### src/rtl/cache_pkg.sv
// Shared geometry, address slicing and FSM state encoding for the
// direct-mapped write-back cache controller.
package cache_pkg;

  localparam int unsigned ADDR_W   = 10;
  localparam int unsigned WORD_W   = 32;
  localparam int unsigned BLOCK_W  = 128;
  localparam int unsigned NBLOCKS  = 4;
  localparam int unsigned WORDS    = BLOCK_W / WORD_W;

  localparam int unsigned TAG_MSB   = 9;
  localparam int unsigned TAG_LSB   = 6;
  localparam int unsigned TAG_W     = TAG_MSB - TAG_LSB + 1;
  localparam int unsigned INDEX_MSB = 5;
  localparam int unsigned INDEX_LSB = 4;
  localparam int unsigned INDEX_W   = INDEX_MSB - INDEX_LSB + 1;
  localparam int unsigned WORD_MSB  = 3;
  localparam int unsigned WORD_LSB  = 2;
  localparam int unsigned WSEL_W    = WORD_MSB - WORD_LSB + 1;
  localparam int unsigned OFFSET_W  = INDEX_LSB;

  localparam logic RW_READ  = 1'b0;
  localparam logic RW_WRITE = 1'b1;

  typedef logic [WORDS-1:0][WORD_W-1:0] block_t;

  typedef enum logic [2:0] {
    IDLE,
    COMPARE,
    WRITE_BACK,
    ALLOCATE,
    DONE
  } state_t;

  function automatic logic [ADDR_W-1:0] block_addr(input logic [TAG_W-1:0]   tag,
                                                   input logic [INDEX_W-1:0] idx);
    return {tag, idx, {OFFSET_W{1'b0}}};
  endfunction

endpackage

### src/rtl/cache_store.sv
// Tag, valid, dirty and data arrays for the direct-mapped cache.
// Valid/dirty clear on reset; tag and data contents are left unreset.
module cache_store
  import cache_pkg::*;
(
  input  logic               clk,
  input  logic               reset,
  input  logic [INDEX_W-1:0] index,
  output block_t             rd_block,
  output logic [TAG_W-1:0]   rd_tag,
  output logic               rd_valid,
  output logic               rd_dirty,
  input  logic               fill_en,
  input  logic [TAG_W-1:0]   fill_tag,
  input  logic [BLOCK_W-1:0] fill_block,
  input  logic               word_we,
  input  logic [WSEL_W-1:0]  word_sel,
  input  logic [WORD_W-1:0]  word_data,
  input  logic               dirty_set,
  input  logic               dirty_clr
);

  block_t             data_q  [NBLOCKS];
  logic [TAG_W-1:0]   tag_q   [NBLOCKS];
  logic [NBLOCKS-1:0] valid_q;
  logic [NBLOCKS-1:0] dirty_q;

  always_ff @(posedge clk) begin
    if (fill_en) begin
      data_q[index] <= fill_block;
      tag_q[index]  <= fill_tag;
    end else if (word_we) begin
      data_q[index][word_sel] <= word_data;
    end
  end

  always_ff @(posedge clk or posedge reset) begin
    if (reset) begin
      valid_q <= '0;
      dirty_q <= '0;
    end else begin
      if (fill_en)
        valid_q[index] <= 1'b1;
      if (dirty_clr)
        dirty_q[index] <= 1'b0;
      else if (dirty_set)
        dirty_q[index] <= 1'b1;
    end
  end

  assign rd_block = data_q[index];
  assign rd_tag   = tag_q[index];
  assign rd_valid = valid_q[index];
  assign rd_dirty = dirty_q[index];

endmodule

### src/rtl/dm_cache_ctrl.sv
// Write-back, write-allocate direct-mapped cache controller: request latch,
// hit/write-back/refill FSM and registered CPU/memory-side outputs.
module dm_cache_ctrl
  import cache_pkg::*;
(
  input  logic               clk,
  input  logic               reset,
  input  logic               cpu_req,
  input  logic               cpu_read_write,
  input  logic [ADDR_W-1:0]  cpu_address,
  input  logic [WORD_W-1:0]  cpu_write_data,
  output logic [WORD_W-1:0]  cpu_read_data,
  output logic               cpu_ready,
  output logic               hit_miss,
  output logic               dm_req,
  output logic               dm_read_write,
  output logic [ADDR_W-1:0]  dm_address,
  output logic [BLOCK_W-1:0] dm_write_data,
  input  logic [BLOCK_W-1:0] dm_read_data,
  input  logic               dm_ready
);

  state_t             state_q, state_d;
  logic [TAG_W-1:0]   lat_tag_q;
  logic [INDEX_W-1:0] lat_idx_q;
  logic [WSEL_W-1:0]  lat_word_q;
  logic               lat_rw_q;
  logic [WORD_W-1:0]  lat_wdata_q;
  logic               miss_q;

  block_t             rd_block;
  logic [TAG_W-1:0]   rd_tag;
  logic               rd_valid;
  logic               rd_dirty;
  logic               hit;
  logic               fill_en;
  logic               word_we;
  logic               dirty_set;
  logic               addr_unused;

  assign addr_unused = ^cpu_address[WORD_LSB-1:0];

  cache_store u_store (
    .clk        (clk),
    .reset      (reset),
    .index      (lat_idx_q),
    .rd_block   (rd_block),
    .rd_tag     (rd_tag),
    .rd_valid   (rd_valid),
    .rd_dirty   (rd_dirty),
    .fill_en    (fill_en),
    .fill_tag   (lat_tag_q),
    .fill_block (dm_read_data),
    .word_we    (word_we),
    .word_sel   (lat_word_q),
    .word_data  (lat_wdata_q),
    .dirty_set  (dirty_set),
    .dirty_clr  (fill_en)
  );

  assign hit = rd_valid && (rd_tag == lat_tag_q);

  always_ff @(posedge clk or posedge reset) begin
    if (reset) state_q <= IDLE;
    else       state_q <= state_d;
  end

  // A refill always returns to COMPARE so the write merge happens in one place.
  always_comb begin
    state_d   = state_q;
    fill_en   = 1'b0;
    word_we   = 1'b0;
    dirty_set = 1'b0;
    case (state_q)
      IDLE: begin
        if (cpu_req) state_d = COMPARE;
      end
      COMPARE: begin
        if (hit) begin
          state_d = DONE;
          if (lat_rw_q == RW_WRITE) begin
            word_we   = 1'b1;
            dirty_set = 1'b1;
          end
        end else if (rd_valid && rd_dirty) begin
          state_d = WRITE_BACK;
        end else begin
          state_d = ALLOCATE;
        end
      end
      WRITE_BACK: begin
        if (dm_ready) state_d = ALLOCATE;
      end
      ALLOCATE: begin
        if (dm_ready) begin
          fill_en = 1'b1;
          state_d = COMPARE;
        end
      end
      DONE:    state_d = IDLE;
      default: state_d = IDLE;
    endcase
  end

  always_ff @(posedge clk or posedge reset) begin
    if (reset) begin
      lat_tag_q   <= '0;
      lat_idx_q   <= '0;
      lat_word_q  <= '0;
      lat_rw_q    <= RW_READ;
      lat_wdata_q <= '0;
      miss_q      <= 1'b0;
    end else if (state_q == IDLE && cpu_req) begin
      lat_tag_q   <= cpu_address[TAG_MSB:TAG_LSB];
      lat_idx_q   <= cpu_address[INDEX_MSB:INDEX_LSB];
      lat_word_q  <= cpu_address[WORD_MSB:WORD_LSB];
      lat_rw_q    <= cpu_read_write;
      lat_wdata_q <= cpu_write_data;
      miss_q      <= 1'b0;
    end else if (state_q == COMPARE && !hit) begin
      miss_q <= 1'b1;
    end
  end

  // Outputs are registered from the next state so they are glitch-free Moore signals.
  always_ff @(posedge clk or posedge reset) begin
    if (reset) begin
      cpu_read_data <= '0;
      cpu_ready     <= 1'b0;
      hit_miss      <= 1'b0;
      dm_req        <= 1'b0;
      dm_read_write <= 1'b0;
      dm_address    <= '0;
      dm_write_data <= '0;
    end else begin
      if (state_q == COMPARE && hit && lat_rw_q == RW_READ)
        cpu_read_data <= rd_block[lat_word_q];
      cpu_ready     <= (state_d == DONE);
      hit_miss      <= (state_d == DONE) && !miss_q;
      dm_req        <= (state_d == WRITE_BACK) || (state_d == ALLOCATE);
      dm_read_write <= (state_d == WRITE_BACK);
      case (state_d)
        WRITE_BACK: begin
          dm_address    <= block_addr(rd_tag, lat_idx_q);
          dm_write_data <= rd_block;
        end
        ALLOCATE: begin
          dm_address    <= block_addr(lat_tag_q, lat_idx_q);
          dm_write_data <= '0;
        end
        default: begin
          dm_address    <= '0;
          dm_write_data <= '0;
        end
      endcase
    end
  end

endmodule

### config.mk
export PLATFORM = sky130hd
export DESIGN_NAME = dm_cache_ctrl
export DESIGN_NICKNAME = d
export VERILOG_FILES = /design/src/rtl/cache_pkg.sv /design/src/rtl/cache_store.sv /design/src/rtl/dm_cache_ctrl.sv
export SDC_FILE = /design/constraint.sdc
export NUM_CORES = 1
export LEC_CHECK = 0
export CORE_UTILIZATION = 50
export CTS_BUF_LIST = sky130_fd_sc_hd__clkbuf_4 sky130_fd_sc_hd__clkbuf_8 sky130_fd_sc_hd__clkbuf_16
export CTS_CLUSTER_SIZE = 16
export DETAILED_ROUTE_END_ITERATION = 8
export HOLD_SLACK_MARGIN = 0.02
export PLACE_DENSITY = 0.71
export SLEW_MARGIN = 5
export SYNTH_ARGS = -nofsm -noshare
export SYNTH_HDL_FRONTEND = slang
export SYNTH_SLANG_ARGS = --single-unit
### constraint.sdc
create_clock -name clk -period 16.3 [get_ports clk]
set_input_delay 2.445 -clock clk [delete_from_list [all_inputs] [get_ports clk]]
set_output_delay 2.445 -clock clk [all_outputs]
set_load 0.1 [all_outputs]
Word-level counts from Yosys, hierarchy flattened
Memory sizes are Yosys's and may differ from the RTL's. Index checks and enable logic that the tools add are counted.

Bits in registers: 227. Bits in writable memories: 528. Input port bits: 175. Output and inout bits: 174. Logic and storage cells: 337. Memories: 2.

Memories: u_store.data_q (depth 4, width 128, rd ports 1, clocked after memory_dff 0, wr ports 1, line cache_store.sv:23) `block_t data_q [NBLOCKS];`; u_store.tag_q (depth 4, width 4, rd ports 1, clocked after memory_dff 0, wr ports 1, line cache_store.sv:24) `logic [TAG_W-1:0] tag_q [NBLOCKS];`.

Magnitude comparators: 4. Equality and inequality tests: 7. Multiplexer cells: 160. Bitwise gates (word level): 133. Reduce and logical (&&, ||, !) cells: 15.

Operator list (count): 128-bit 2-to-1 mux (2); 1-bit 2-to-1 mux (143); 1-bit OR (128); 32-bit binary-select mux with 2-bit select (1); 32-bit demux with 2-bit select (1); 32-bit 2-to-1 mux (2); 10-bit one-hot mux with 2 select lines (1); 3-bit by 2-bit equality test with 1-bit output, second input constant (4); 3-bit 2-to-1 mux (4); 3-bit one-hot mux with 4 select lines (1); 1-bit logical AND (9); 4-bit 2-to-1 mux (2); 4-bit OR (2); 2-bit by 3-bit < comparator with 1-bit output, second input constant (2); 4-bit AND (1); 1-bit binary-select mux with 2-bit select (2); 4-bit equality test (1); 2-bit by 1-bit >= comparator with 1-bit output, second input constant (2); 4-bit inverter (1); 2-bit nonzero test (2); 3-bit by 1-bit equality test with 1-bit output, second input constant (1); 3-bit equality test, second input constant (1); 3-bit logical NOT (1); 1-bit demux with 2-bit select (1); 3 further kinds (4).

Logic depth before layout (Yosys ltp)
Gate-level depths: netlist of the first run.

Depth in word-level cells: 9. Mapped depth: 10. Gate-level depth less buffers: 5.

Hierarchy
From an unflattened synthesis of the first run, not the netlist that was laid out.

Cell total of the unflattened synthesis: 1510. Area total of the unflattened synthesis: 29403.2 µm².

Modules (own cells, without submodules): cache_store (instances 1, cells an instance 896, area each 21170.3 µm², seq. area each 16055.4 µm²); dm_cache_ctrl (instances 1, cells an instance 614, area each 8232.9 µm², seq. area each 5380.2 µm²).

Least setup slack after synthesis of the first run
No wires, ideal clock.

Kind: input -> register. Start point: in dm_ready. End point: mem u_store.data_q[0][32] (netlist name), enable pin. Library setup time: 0.432 ns. Data arrival time: 5.121 ns. Required time: 15.868 ns. Setup slack: 10.748 ns. Stages on the path: 6. Buffers on the path: 3. Cells stage by stage: clkbuf_1 > nand2_1 > or2_2 > clkbuf_1 > clkbuf_1 > a21oi_1.

Cells in the longest elaborated chain, start to end: 5. Elaborated cells between the ends (all ways): 7. Classes of those cells: mux: 6; bitwise: 1.

Ends and longest elaborated chain: start: declaration (line dm_cache_ctrl.sv:20) `input logic dm_ready`; 1-bit 2-to-1 mux (*) (line dm_cache_ctrl.sv:95) `if (dm_ready) begin`; 1-bit 2-to-1 mux (*) (line dm_cache_ctrl.sv:74) `case (state_q)`; 1-bit 2-to-1 mux (line cache_store.sv:29) `if (fill_en) begin`; 1-bit 2-to-1 mux (implied by the code) / 128-bit 2-to-1 mux (equally long branches) (line cache_store.sv:30, cache_store.sv:33); 1-bit OR (no line) (*); end: declaration (line cache_store.sv:23).

Mark *: on every way between the ends. The rest lies on a longest branch, timed or not.

Worst setup path after layout of the first run
Start point: reg lat_idx_q[0]. End point: mem u_store.data_q[2][28] (netlist name), enable pin.

Cells in the longest elaborated chain, start to end: 9. Elaborated cells between the ends (all ways): 11. Classes of those cells: eq/ne: 1; mux: 7; bitwise: 1; reduce/logical: 1; memory: 1.

Ends and longest elaborated chain: start: declaration (line dm_cache_ctrl.sv:25) `logic [INDEX_W-1:0] lat_idx_q;`; start signal: assignment (line dm_cache_ctrl.sv:115) `lat_idx_q <= cpu_address[INDEX_MSB:INDEX_LSB];`; memory read 4 x 4 bit / 1-bit binary-select mux with 2-bit select (equally long branches); 4-bit equality test / 1-bit 2-to-1 mux (equally long branches) (line dm_cache_ctrl.sv:61, cache_store.sv:53); 1-bit logical AND (line dm_cache_ctrl.sv:61) `assign hit = rd_valid && (rd_tag == lat_tag_q);`; 1-bit 2-to-1 mux (line dm_cache_ctrl.sv:79) `if (hit) begin`; 1-bit 2-to-1 mux (line dm_cache_ctrl.sv:74); 1-bit 2-to-1 mux (line cache_store.sv:32) `end else if (word_we) begin`; 1-bit 2-to-1 mux (line cache_store.sv:29); 128-bit 2-to-1 mux (implied by the code) (line cache_store.sv:33) `data_q[index][word_sel] <= word_data;`; 1-bit OR (no line).

Several ways; a longest one is shown, not always the timed one. The select of a mux whose other input is x is not followed.

==> results of run 1 <==
==> worst reg2reg max path, delay by kind of cell, from the launching register on <==
| family | cells | cell delay [ps] |
|---|---|---|
| flip-flops | 1 | 840 |
| multiplexers | 1 | 690 |
| XOR/XNOR | 1 | 240 |
| AO/OA/AOI/OAI | 1 | 980 |
| buffers and inverters | 2 | 1260 |
| AND/OR/NAND/NOR | 2 | 1270 |
==> cell usage in the layout, fill, tap and decap left out, types with 2 or more instances in the layout <==
| cell | n |
|---|---|
| sky130_fd_sc_hd__or2_2 | 7 |
| sky130_fd_sc_hd__a21oi_4 | 17 |
| sky130_fd_sc_hd__buf_4 | 30 |
| sky130_fd_sc_hd__dfrtp_1 | 219 |
| sky130_fd_sc_hd__clkinv_1 | 4 |
| sky130_fd_sc_hd__nand3_1 | 2 |
| sky130_fd_sc_hd__clkbuf_8 | 9 |
| sky130_fd_sc_hd__a31oi_1 | 2 |
| sky130_fd_sc_hd__mux2_4 | 26 |
| sky130_fd_sc_hd__nor2b_1 | 128 |
| sky130_fd_sc_hd__clkinv_2 | 10 |
| sky130_fd_sc_hd__o22a_1 | 4 |
| sky130_fd_sc_hd__o21ai_0 | 10 |
| sky130_fd_sc_hd__inv_6 | 2 |
| sky130_fd_sc_hd__nand3_4 | 2 |
| sky130_fd_sc_hd__nor2_1 | 8 |
| sky130_fd_sc_hd__o22ai_1 | 5 |
| sky130_fd_sc_hd__dfrtp_4 | 3 |
| sky130_fd_sc_hd__nand2b_1 | 4 |
| sky130_fd_sc_hd__nand4_1 | 2 |
| sky130_fd_sc_hd__clkbuf_4 | 29 |
| sky130_fd_sc_hd__conb_1 | 4 |
| sky130_fd_sc_hd__inv_1 | 3 |
| sky130_fd_sc_hd__nor3_1 | 3 |
| sky130_fd_sc_hd__xnor2_1 | 4 |
| sky130_fd_sc_hd__edfxtp_1 | 528 |
| sky130_fd_sc_hd__and2_1 | 2 |
| sky130_fd_sc_hd__mux2_2 | 176 |
| sky130_fd_sc_hd__bufinv_16 | 3 |
| sky130_fd_sc_hd__mux2i_1 | 8 |
| sky130_fd_sc_hd__clkbuf_16 | 79 |
| sky130_fd_sc_hd__nand2_1 | 10 |
| sky130_fd_sc_hd__diode_2 | 2 |
| sky130_fd_sc_hd__clkdlybuf4s50_1 | 341 |
| sky130_fd_sc_hd__mux4_2 | 166 |
==> flip-flops by register name, summed over array words and instances, names as in the netlist, 2 cells and up, named ones only <==
register	count
u_store.data_q	512
dm_write_data	128
cpu_read_data	32
lat_wdata_q	32
u_store.tag_q	16
dm_address	6
lat_tag_q	4
u_store.valid_q	4
state_q	3
lat_idx_q	2
lat_word_q	2
==> routing by layer <==
layer | wire length (um) | GRT usage, %
met1 | 29100 | 33.3
met2 | 36800 | 41.7
met3 | 4490 | 4.39
met4 | 2060 | 8.84
met5 | 0 | 0
==> final cells by class <==
class | instances | area, sq um | share of cell area [%]
Antenna cell | 2 | 5.00 | 0.0138
Clock buffer | 117 | 2320 | 6.38
Clock inverter | 20 | 180 | 0.496
Inverter | 4 | 22.5 | 0.0620
Multi-Input combinational cell | 599 | 7770 | 21.4
Sequential cell | 751 | 21400 | 59.0
Tap cell | 765 | 957 | 2.63
Timing Repair Buffer | 371 | 3640 | 10.0
==> path summary, 6_finish.rpt <==
kind,to,slack [ps],cells after the start
worst max-delay path,u_store.data_q[2][28]$_DFFE_PP_,10670,7
worst min-delay path,hit_miss$_DFF_PP0_,450,1
worst max register to register,u_store.data_q[2][28]$_DFFE_PP_,10670,7
worst min register to register,hit_miss$_DFF_PP0_,450,1
max in group asynchronous,lat_idx_q[0]$_DFFE_PP0P_,12530,3
min in group asynchronous,dm_write_data[2]$_DFF_PP0_,2380,2
==> cell families (layout without fill, tap and decap cells) <==
logic type / count (synthesis) / count (layout) / synth area share (%)
buffers and inverters: 90 / 512 / 1.41
AO/OA/AOI/OAI: 40 / 40 / 0.784
AND/OR/NAND/NOR: 175 / 175 / 3.61
multiplexers: 376 / 376 / 21.1
other: 1 / 6 / 0.0128
flip-flops: 751 / 751 / 73.0
XOR/XNOR: 4 / 4 / 0.119
==> through the flow <==
step	cell area, sq um	setup slack, ps	utilization, %	cells	hold slack, ps
floorplan	29400	7750	-	1440	411
global placement	33800	10600	58.4	2490	446
detailed placement	33800	10580	58.4	2490	439
CTS	36300	10560	62.7	2627	450
global route	36300	10310	62.7	2629	467
finish	36300	10670	62.7	2629	449
==> power breakdown <==
part / switching, mW / leakage (nW) / internal (mW)
sequential: 0.271 / 7.72 / 2.46
combinational: 1.89 / 3.92 / 0.965
clock: 0.696 / 1.27 / 1.03
==> summary.txt, run 1 <==
Outcome
  • Run status: finished clean

Die
  • Width of the chip: 244 um
  • Boundary pin count: roughly 350
  • Effective utilization at floorplan: between 50 and 60%
  • Placeable core area: about 58,000 sq um
  • Die Span Y: approximately 240 um
  • Area enclosed by the die boundary: between 50,000 and 60,000 sq um
  • Rows: 88

STA
  • Max-slew violation count: 0
  • Setup tns final: 0 ps
  • Pin slew with the least headroom to its limit: 1100 ps
  • Hold Violations, Final: 0
  • Minimum clock period after layout: about 5600 ps
  • Maximum operating frequency: 178 MHz
  • RSZ-0062 raised after global routing: false
  • Layout Skew: around 19 ps
  • Finish-stage setup viols: 0
  • Worst slew margin relative to its limit: 26.8%
  • Tcrit/Tclk final: 34.6%

CTS
  • Total CTS buffers: 75
  • Number of buffers inserted by hold repair at cts: 0
  • Clock root buffer master: sky130_fd_sc_hd__clkbuf_16
  • Clk buf depth: 3
  • TritonCTS clock tree: yes
  • Clk_lat worst skew: about 600 ps
  • Clock-pin transition on the worst setup and hold timing paths: around 60 ps
  • Post-CTS sizing: 0
  • Clk sink count: ~750
  • Post-CTS Setup Repair Bufs: 0
  • Clock H-tree levels: 3

Worst setup path
  • Critical Path End Type: flop
  • CP Data Arrival Time: 5900 ps
  • Buffers plus inverters on the worst setup path: 2
  • Worst Path Required: around 17,000 ps
  • Most numerous cell on the critical path: sky130_fd_sc_hd__buf_4
  • Critical Setup Path Class: flop to flop
  • Slowest cell delay on critical path: between 900 and 1000 ps
  • Startpoint of the worst register-to-register path: lat_idx_q[0]$_DFFE_PP0P_
  • Crit Path Max Fanout: 39
  • Largest delay share family, worst path: simple AND/OR/NAND/NOR gates
  • Crit-path slowest cell: sky130_fd_sc_hd__a21oi_4
  • CP Launch Point: lat_idx_q[0]$_DFFE_PP0P_
  • Crit path cell chain: buf_4 -> mux4_2 -> xnor2_1 -> and4_1 -> nand3_4 -> a21oi_4 -> buf_4
  • Type of element launching the critical path: flop

Synth
  • Flop and latch count out of synthesis: 751
  • Top-area cell type share of the netlist area: a little over half
  • Synthesized netlist cell count: ~1,400
  • Dominant cell type by area after synthesis: sky130_fd_sc_hd__edfxtp_1
  • Average size of a mapped cell: slightly above 20 sq um
  • Post-synth EDFFs: between 500 and 600
  • Netlist cell types: 36
  • Top cells by area, synth: sky130_fd_sc_hd__edfxtp_1 54%, sky130_fd_sc_hd__dfrtp_1 19%, sky130_fd_sc_hd__mux4_2 13%, sky130_fd_sc_hd__mux2_2 6.7%, sky130_fd_sc_hd__nor2b_1 2.7%
  • Cell area after synthesis: 29,400 sq um
  • Most frequent cell after synthesis: sky130_fd_sc_hd__edfxtp_1
  • Number of warning messages in the yosys log: 0
  • Most instantiated cells after synthesis: 528 x sky130_fd_sc_hd__edfxtp_1, 223 x sky130_fd_sc_hd__dfrtp_1, 176 x sky130_fd_sc_hd__mux2_2, 166 x sky130_fd_sc_hd__mux4_2, 128 x sky130_fd_sc_hd__nor2b_1
  • FFs w/ async S/R, synth: slightly below 30%
  • Sequential fraction of the synthesis area: 73.0%
  • Leading register cell type out of synthesis: sky130_fd_sc_hd__edfxtp_1

Cells and area
  • Number of fill cells: roughly 4,100
  • Share of layout cells above drive strength 1: around 30%
  • Layout net count: 1,977
  • Area growth, synth to finish: 23.7%

Route
  • ANT nets after route: 0
  • Vias post-DR: around 15,000
  • Final wirelength: a little over 70 mm
  • Post-DR vias/cell: 5.79
  • Starting DRT DRC Count: about 1,300
  • Detailed-router iteration count before antenna repair: 5
  • Average wire per standard cell: between 20 and 30 um
  • Residual DRC count: 0

Global routing
  • Global-route wire length before repair: 107 mm
  • Number of global-route vias before repair: roughly 16,000
  • Pin count of the biggest net entering global routing: between 90 and 100
  • Antenna violations before repair: 3
  • Global routing usage summed across all routing layers: between 20% and 30%
  • Total grt overflow: 0

Run
  • Number of max-cap violations: 0

Pwr
  • Areal power density over the cells: 201 nW/um^2
  • VDD IR max: 0.142 mV
  • Static leakage: ~13 nW
  • Sum of internal, switching and leakage power: ~7.3 mW

Placed design
  • DP HPWL: 45.1 mm
  • GP Congestion: around 0.79
  • Count of port buffers added during placement: 342

Worst hold path
  • Path class of the lowest-slack min-delay path: flop to flop
  • Hold Startpoint: miss_q$_DFFE_PP0P_
(Power assumes the default switching activity.)
==> run 2: changes to the inputs <==
- clock period: 16.3 -> 5.65 ns (I/O delays scaled with it)
==> run 2 against run 1 <==
Non-clock buffer count rose by 7. Worst hold slack worse by 5.2 ps. Clock-buffer cell count down 7. Combinational power rose to 2.9 times the previous value. Die area unchanged. Critical path depth decreased by 2. Clock power rose to 3.1 times the previous value. Cell count rose by 0.34%. Flip-flop and latch count did not move. Design area increased by 1.1%. Register-to-register slack got worse by 9700 ps. Largest cell class unchanged. Largest power group unchanged.
==> summary.txt, run 2 (synthesized netlist as in run 1, its figures left out) <==
STA
  • Max-slew violation count: 0 (unchanged)
  • Pin slew with the least headroom to its limit: 1110 ps (was 1100 ps)
  • Finish-stage setup viols: 0 (unchanged)
  • RSZ-0062 raised after global routing: false (unchanged)
  • Minimum clock period after layout: 4670 ps (was 5630 ps)
  • Maximum operating frequency: 214 MHz (was 178 MHz)
  • Worst slew margin relative to its limit: 25.9% (was 26.8%)
  • Layout Skew: 18.2 ps (was 18.7 ps)
  • Final WS setup: 985 ps (was 10,670 ps)
  • Tcrit/Tclk final: 82.6% (was 34.6%)
  • Hold Violations, Final: 0 (unchanged)
  • Setup tns final: 0 ps (unchanged)

Pwr
  • Areal power density over the cells: 584 nW/um^2 (was 201 nW/um^2)
  • Combinational fraction of design power: 39.0% (about the same)
  • VDD IR max: 0.461 mV (was 0.142 mV)
  • Net switching power: 8.30 mW (was 2.85 mW)
  • Clock network fraction of design power: 24.6% (was 23.6%)
  • Proportion of total power due to net switching: 38.7% (was 39.0%)
  • Reg power frac: 36.4% (was 37.4%)
  • Internal power consumption: 13.2 mW (was 4.45 mW)
  • Static leakage: 13.1 nW (was 12.9 nW)

Worst setup path
  • Reg2Reg Capture Point: u_store.data_q[3][43]$_DFFE_PP_ (was u_store.data_q[2][28]$_DFFE_PP_)
  • Largest delay share family, worst path: buffers and inverters (was simple AND/OR/NAND/NOR gates)
  • Crit-path slowest cell: sky130_fd_sc_hd__dfrtp_4 (was sky130_fd_sc_hd__a21oi_4)
  • Slowest cell delay on critical path: 850 ps (was 970 ps)
  • Worst R2R Setup Slack: 980 ps (was 10,670 ps)
  • Critical Setup Path Class: flop to flop (unchanged)
  • Critical Path End Type: flop (unchanged)
  • Startpoint of the worst register-to-register path: lat_idx_q[1]$_DFFE_PP0P_ (was lat_idx_q[0]$_DFFE_PP0P_)
  • Buffers plus inverters on the worst setup path: 3 (was 2)
  • Type of element launching the critical path: flop (unchanged)
  • Most numerous cell on the critical path: sky130_fd_sc_hd__buf_4 (unchanged)
  • Crit Path Max Fanout: 59 (was 39)
  • Crit path cell chain: buf_4 -> buf_4 -> nand2_1 -> a21oi_4 -> buf_4 (was buf_4 -> mux4_2 -> xnor2_1 -> and4_1 -> nand3_4 -> a21oi_4 -> buf_4)
  • CP Data Arrival Time: 4910 ps (was 5900 ps)
  • Worst Path Required: 5890 ps (was 16,570 ps)
  • Worst r2r path cells: 5 (was 7)

Die
  • Rows: 88 (unchanged)
  • Width of the chip: 244 um (unchanged)
  • Boundary pin count: 349 (unchanged)
  • Placeable core area: 57,900 sq um (unchanged)
  • Die Span Y: 244 um (unchanged)
  • Effective utilization at floorplan: 50.7% (unchanged)
  • Area enclosed by the die boundary: 59,700 sq um (unchanged)

CTS
  • Clk sink count: 751 (unchanged)
  • Clk_lat worst skew: 610 ps (about the same)
  • Clock root buffer master: sky130_fd_sc_hd__clkbuf_16 (unchanged)
  • TritonCTS clock tree: yes (unchanged)
  • Number of buffers inserted by hold repair at cts: 0 (unchanged)
  • Post-CTS Setup Repair Bufs: 0 (unchanged)
  • Post-CTS sizing: 0 (unchanged)
  • Clock H-tree levels: 3 (unchanged)
  • Clk buf depth: 3 (unchanged)
  • Clock-pin transition on the worst setup and hold timing paths: 60 ps (about the same)
  • Total CTS buffers: 77 (was 75)

Route
  • Detailed-router iteration count before antenna repair: 5 (unchanged)
  • Residual DRC count: 0 (unchanged)
  • ANT nets after route: 0 (unchanged)
  • Final wirelength: 72.6 mm (was 72.4 mm)
  • Average wire per standard cell: 27.5 um (was 27.6 um)
  • Starting DRT DRC Count: 1,174 (was 1,323)
  • Vias post-DR: 15,200 (about the same)
  • Post-DR vias/cell: 5.77 (was 5.79)

Worst hold path
  • Hold Startpoint: miss_q$_DFFE_PP0P_ (unchanged)
  • Capture endpoint of the worst hold path: hit_miss$_DFF_PP0_ (unchanged)
  • WHS Path Cells: 1 (unchanged)
  • Path class of the lowest-slack min-delay path: flop to flop (unchanged)

Cells and area
  • Share of layout cells above drive strength 1: 30.8% (was 30.4%)
  • Footprint of the multi-input gates: 7770 sq um (unchanged)
  • Area growth, synth to finish: 25.0% (was 23.7%)
  • Number of fill cells: 4,005 (was 4,083)
  • Max FFs per register: 512 (unchanged)
  • Register name with the most flops: u_store.data_q (unchanged)
  • Most common library cell in the layout ignoring fill and taps: sky130_fd_sc_hd__edfxtp_1 (unchanged)
  • Filler-free cell count of the finished design: 2,638 (was 2,629)
  • Antenna diode count: 0 (was 2)
  • Registers with the most flip-flops: u_store.data_q (512), dm_write_data (128) (unchanged)
  • Layout net count: 1,986 (was 1,977)
  • Commonest non-fill, non-tap cells in the layout: 528 x sky130_fd_sc_hd__edfxtp_1, 342 x sky130_fd_sc_hd__clkdlybuf4s50_1, 219 x sky130_fd_sc_hd__dfrtp_1 (was 528 x sky130_fd_sc_hd__edfxtp_1, 341 x sky130_fd_sc_hd__clkdlybuf4s50_1, 219 x sky130_fd_sc_hd__dfrtp_1)
  • Footprint of the flip-flops and latches: 21,400 sq um (unchanged)

Global routing
  • Antenna violations before repair: 1 (was 3)
  • Total grt overflow: 0 (unchanged)
  • Global routing usage summed across all routing layers: 24.9% (was 25.0%)
  • Pin count of the biggest net entering global routing: 116 (was 96)
  • Global-route wire length before repair: 106 mm (was 107 mm)
  • Number of global-route vias before repair: 16,000 (was 16,200)

Placed design
  • GP Congestion: 0.801 (was 0.791)
  • DP HPWL: 45.9 mm (was 45.1 mm)
  • Count of port buffers added during placement: 342 (unchanged)
  • # placed instances: 2,497 (was 2,490)
  • DP Worst Slack: 960 ps (was 10,580 ps)

Outcome
  • Run status: finished clean (unchanged)

Run
  • Number of max-cap violations: 0 (unchanged)
-- run 2: power groups by stage --
stage	logic (mW)	clock network (mW)	registers [mW]
2_1_floorplan	3.26	0	10.5
3_3_place_gp	8.35	0	7.87
3_5_place_dp	8.41	0	7.92
4_1_cts	8.43	5.35	7.82
5_1_grt	8.68	5.57	7.92
6_report	8.36	5.28	7.81
-- run 2: area by class of cell --
cell class	instances	area share, %
Sequential cell	751	58.4
Multi-Input combinational cell	599	21.2
Inverter	4	0.0511
Clock inverter	31	0.927
Tap cell	765	2.61
Timing Repair Buffer	378	10.5
Clock buffer	110	6.40
-- run 2: routing by layer --
| metal | vias up | global-route usage [%] | routed length (um) | part of all wire [%] |
|---|---|---|---|---|
| met5 | - | 0 | 16 | 0.022 |
| met4 | 2 | 5.86 | 1090 | 1.5 |
| met3 | 76 | 3.75 | 4230 | 5.8 |
| met2 | 566 | 42.7 | 37900 | 52 |
| met1 | 8168 | 33.6 | 29300 | 40 |
| li1 | 6401 | - | - | - |
-- run 2: worst max-delay path by stage --
stage	startpoint	slack [ps]	cells after the start	endpoint
floorplan	lat_idx_q[0]$_DFFE_PP0P_	1490	8	u_store.data_q[0][100]$_DFFE_PP_
global placement	lat_idx_q[1]$_DFFE_PP0P_	1000	5	u_store.data_q[3][36]$_DFFE_PP_
detailed placement	lat_idx_q[1]$_DFFE_PP0P_	960	5	u_store.data_q[3][36]$_DFFE_PP_
CTS	lat_idx_q[1]$_DFFE_PP0P_	980	5	u_store.data_q[3][63]$_DFFE_PP_
global route	lat_idx_q[1]$_DFFE_PP0P_	820	5	u_store.data_q[3][47]$_DFFE_PP_
finish	lat_idx_q[1]$_DFFE_PP0P_	980	5	u_store.data_q[3][43]$_DFFE_PP_
-- run 2: stage by stage --
stage | hold WS, ps | instance area [sq um] | util, % | total power [mW]
6_report | 444 | 36700 | 63.4 | 21.5
5_1_grt | 468 | 36700 | 63.4 | 22.2
4_1_cts | 445 | 36700 | 63.4 | 21.6
3_5_place_dp | 437 | 34000 | 58.8 | 16.3
3_3_place_gp | 429 | 34000 | 58.8 | 16.2
2_1_floorplan | 411 | 29400 | - | 13.8
==> run 3: changes to the inputs <==
- PLACE_DENSITY: 0.71 -> 0.73
- clock period: 5.65 -> 4 ns (I/O delays scaled with it)
==> run 3 against run 2 <==
Design area barely moved. Cell count is 0.87% higher. Clock skew fell by 0.92 ps. First-iteration DRC count is 12% higher. Combinational power increased by 44%. Critical path type unchanged. Register-to-register slack lost 470 ps.
==> summary.txt, run 3 (synthesized netlist as in run 1, its figures left out) <==
Worst setup path
  • CP Data Arrival Time: 3740 ps (was 4910 ps)
  • Crit Path Max Fanout: 20 (was 59)
  • Reg2Reg Capture Point: u_store.data_q[3][4]$_DFFE_PP_ (was u_store.data_q[3][43]$_DFFE_PP_)
  • Critical Setup Path Class: flop to flop (unchanged)
  • Worst R2R Setup Slack: 510 ps (was 980 ps)
  • Type of element launching the critical path: flop (unchanged)
  • Critical Path End Type: flop (unchanged)
  • Worst r2r path cells: 6 (was 5)
  • Startpoint of the worst register-to-register path: lat_idx_q[0]$_DFFE_PP0P_ (was lat_idx_q[1]$_DFFE_PP0P_)
  • Worst Path Required: 4260 ps (was 5890 ps)

CTS
  • Total CTS buffers: 77 (unchanged)
  • TritonCTS clock tree: yes (unchanged)
  • Clk sink count: 751 (unchanged)
  • Post-CTS sizing: 0 (unchanged)
  • Clock H-tree levels: 3 (unchanged)
  • Post-CTS Setup Repair Bufs: 0 (unchanged)
  • Clk_lat worst skew: 630 ps (was 610 ps)
  • Clock root buffer master: sky130_fd_sc_hd__clkbuf_16 (unchanged)
  • Clk buf depth: 3 (unchanged)
  • Number of buffers inserted by hold repair at cts: 0 (unchanged)
  • Clock-pin transition on the worst setup and hold timing paths: 60 ps (about the same)

Cells and area
  • Share of layout cells above drive strength 1: 31.6% (was 30.8%)
  • Registers with the most flip-flops: u_store.data_q (512), dm_write_data (128) (unchanged)
  • Register name with the most flops: u_store.data_q (unchanged)
  • Commonest non-fill, non-tap cells in the layout: 528 x sky130_fd_sc_hd__edfxtp_1, 341 x sky130_fd_sc_hd__clkdlybuf4s50_1, 219 x sky130_fd_sc_hd__dfrtp_1 (was 528 x sky130_fd_sc_hd__edfxtp_1, 342 x sky130_fd_sc_hd__clkdlybuf4s50_1, 219 x sky130_fd_sc_hd__dfrtp_1)
  • Most common library cell in the layout ignoring fill and taps: sky130_fd_sc_hd__edfxtp_1 (unchanged)
  • Layout net count: 2,005 (was 1,986)
  • Area growth, synth to finish: 24.9% (was 25.0%)
  • Max FFs per register: 512 (unchanged)

Die
  • Boundary pin count: 349 (unchanged)
  • Rows: 88 (unchanged)
  • Die Span Y: 244 um (unchanged)
  • Area enclosed by the die boundary: 59,700 sq um (unchanged)
  • Width of the chip: 244 um (unchanged)
  • Placeable core area: 57,900 sq um (unchanged)
  • Effective utilization at floorplan: 50.7% (unchanged)

Worst hold path
  • Path class of the lowest-slack min-delay path: input pin to async pin (was flop to flop)

Placed design
  • Count of port buffers added during placement: 342 (unchanged)
  • GP Congestion: 0.766 (was 0.801)
  • DP HPWL: 46.5 mm (was 45.9 mm)

Outcome
  • Run status: finished clean (unchanged)

Route
  • Detailed-router iteration count before antenna repair: 5 (unchanged)
  • Post-DR vias/cell: 5.77 (about the same)
  • Starting DRT DRC Count: 1,313 (was 1,174)
  • ANT nets after route: 0 (unchanged)
  • Final wirelength: 73.9 mm (was 72.6 mm)
  • Residual DRC count: 0 (unchanged)
  • Average wire per standard cell: 27.8 um (was 27.5 um)
  • Vias post-DR: 15,400 (was 15,200)

STA
  • Worst slew margin relative to its limit: 22.1% (was 25.9%)
  • RSZ-0062 raised after global routing: false (unchanged)
  • Pin slew with the least headroom to its limit: 1170 ps (was 1110 ps)
  • Hold Violations, Final: 0 (unchanged)
  • Tcrit/Tclk final: 87.2% (was 82.6%)
  • Finish-stage setup viols: 0 (unchanged)
  • Max-slew violation count: 0 (unchanged)
  • Setup tns final: 0 ps (unchanged)
  • Maximum operating frequency: 287 MHz (was 214 MHz)
  • Worst hold slack across all endpoints: 311 ps (was 444 ps)
  • Minimum clock period after layout: 3490 ps (was 4670 ps)
  • Layout Skew: 17.3 ps (was 18.2 ps)

Pwr
  • VDD IR max: 0.751 mV (was 0.461 mV)
  • Static leakage: 13.1 nW (about the same)
  • Areal power density over the cells: 822 nW/um^2 (was 584 nW/um^2)

Global routing
  • Global-route wire length before repair: 108 mm (was 106 mm)
  • Pin count of the biggest net entering global routing: 114 (was 116)
  • Global routing usage summed across all routing layers: 25.3% (was 24.9%)
  • Antenna violations before repair: 2 (was 1)
  • Total grt overflow: 0 (unchanged)
  • Number of global-route vias before repair: 16,300 (was 16,000)

Run
  • Number of max-cap violations: 0 (unchanged)
==> run 3: layout make-up <==
type,instances,area [sq um]
flip-flops and latches,751,21400
inverters,4,18.8
clock buffers,102,2180
multi-input cells,599,7770
diodes,1,2.50
well taps,765,957
repair buffers,397,3910
clock inverters,42,410
fillers,3948,21200
==> run 3: worst max-delay path: stages, from the launching register on <==
cell and delay (ps):
sky130_fd_sc_hd__dfrtp_4 510, sky130_fd_sc_hd__mux4_2 560, sky130_fd_sc_hd__xnor2_1 260, sky130_fd_sc_hd__and4_1 530
sky130_fd_sc_hd__nand3_4 490, sky130_fd_sc_hd__a21oi_4 290, sky130_fd_sc_hd__buf_4 450
==> run 3: how the worst max path moves through the flow <==
stage	cells past startpoint	startpoint	end	slack [ps]
after global routing	6	lat_idx_q[0]$_DFFE_PP0P_	u_store.data_q[3][2]$_DFFE_PP_	450
after global placement	6	lat_idx_q[0]$_DFFE_PP0P_	u_store.data_q[2][116]$_DFFE_PP_	600
after CTS	6	lat_idx_q[0]$_DFFE_PP0P_	u_store.data_q[3][113]$_DFFE_PP_	510
after floorplan	8	lat_idx_q[0]$_DFFE_PP0P_	u_store.data_q[0][100]$_DFFE_PP_	-160
after detailed placement	6	lat_idx_q[0]$_DFFE_PP0P_	u_store.data_q[3][111]$_DFFE_PP_	540
final	6	lat_idx_q[0]$_DFFE_PP0P_	u_store.data_q[3][4]$_DFFE_PP_	510
==> run 3: per-layer routing <==
metal,share of wire (%),GRT usage (%)
met1,40,34.2
met3,6.8,4.48
met2,50,41.7
met4,2.9,8.79
met5,0,0
==> run 3: through the flow <==
stage | instance area (sq um) | worst slack [ps] | util, % | std cells | total power [mW]
after global routing | 36700 | 446 | 63.4 | 2661 | 31.2
after floorplan | 29400 | -164 | - | 1440 | 19.5
after global placement | 34100 | 601 | 58.9 | 2516 | 22.9
final | 36700 | 512 | 63.4 | 2661 | 30.2
after CTS | 36700 | 512 | 63.4 | 2660 | 30.3
after detailed placement | 34100 | 543 | 58.9 | 2516 | 23.1
==> run 3: power by group <==
part | switching, mW | total (mW) | internal, mW
registers | 0.888 | 10.9 | 10.0
logic | 7.99 | 12.0 | 4.02
clock network | 3.01 | 7.23 | 4.22
total | 11.9 | 30.2 | 18.3
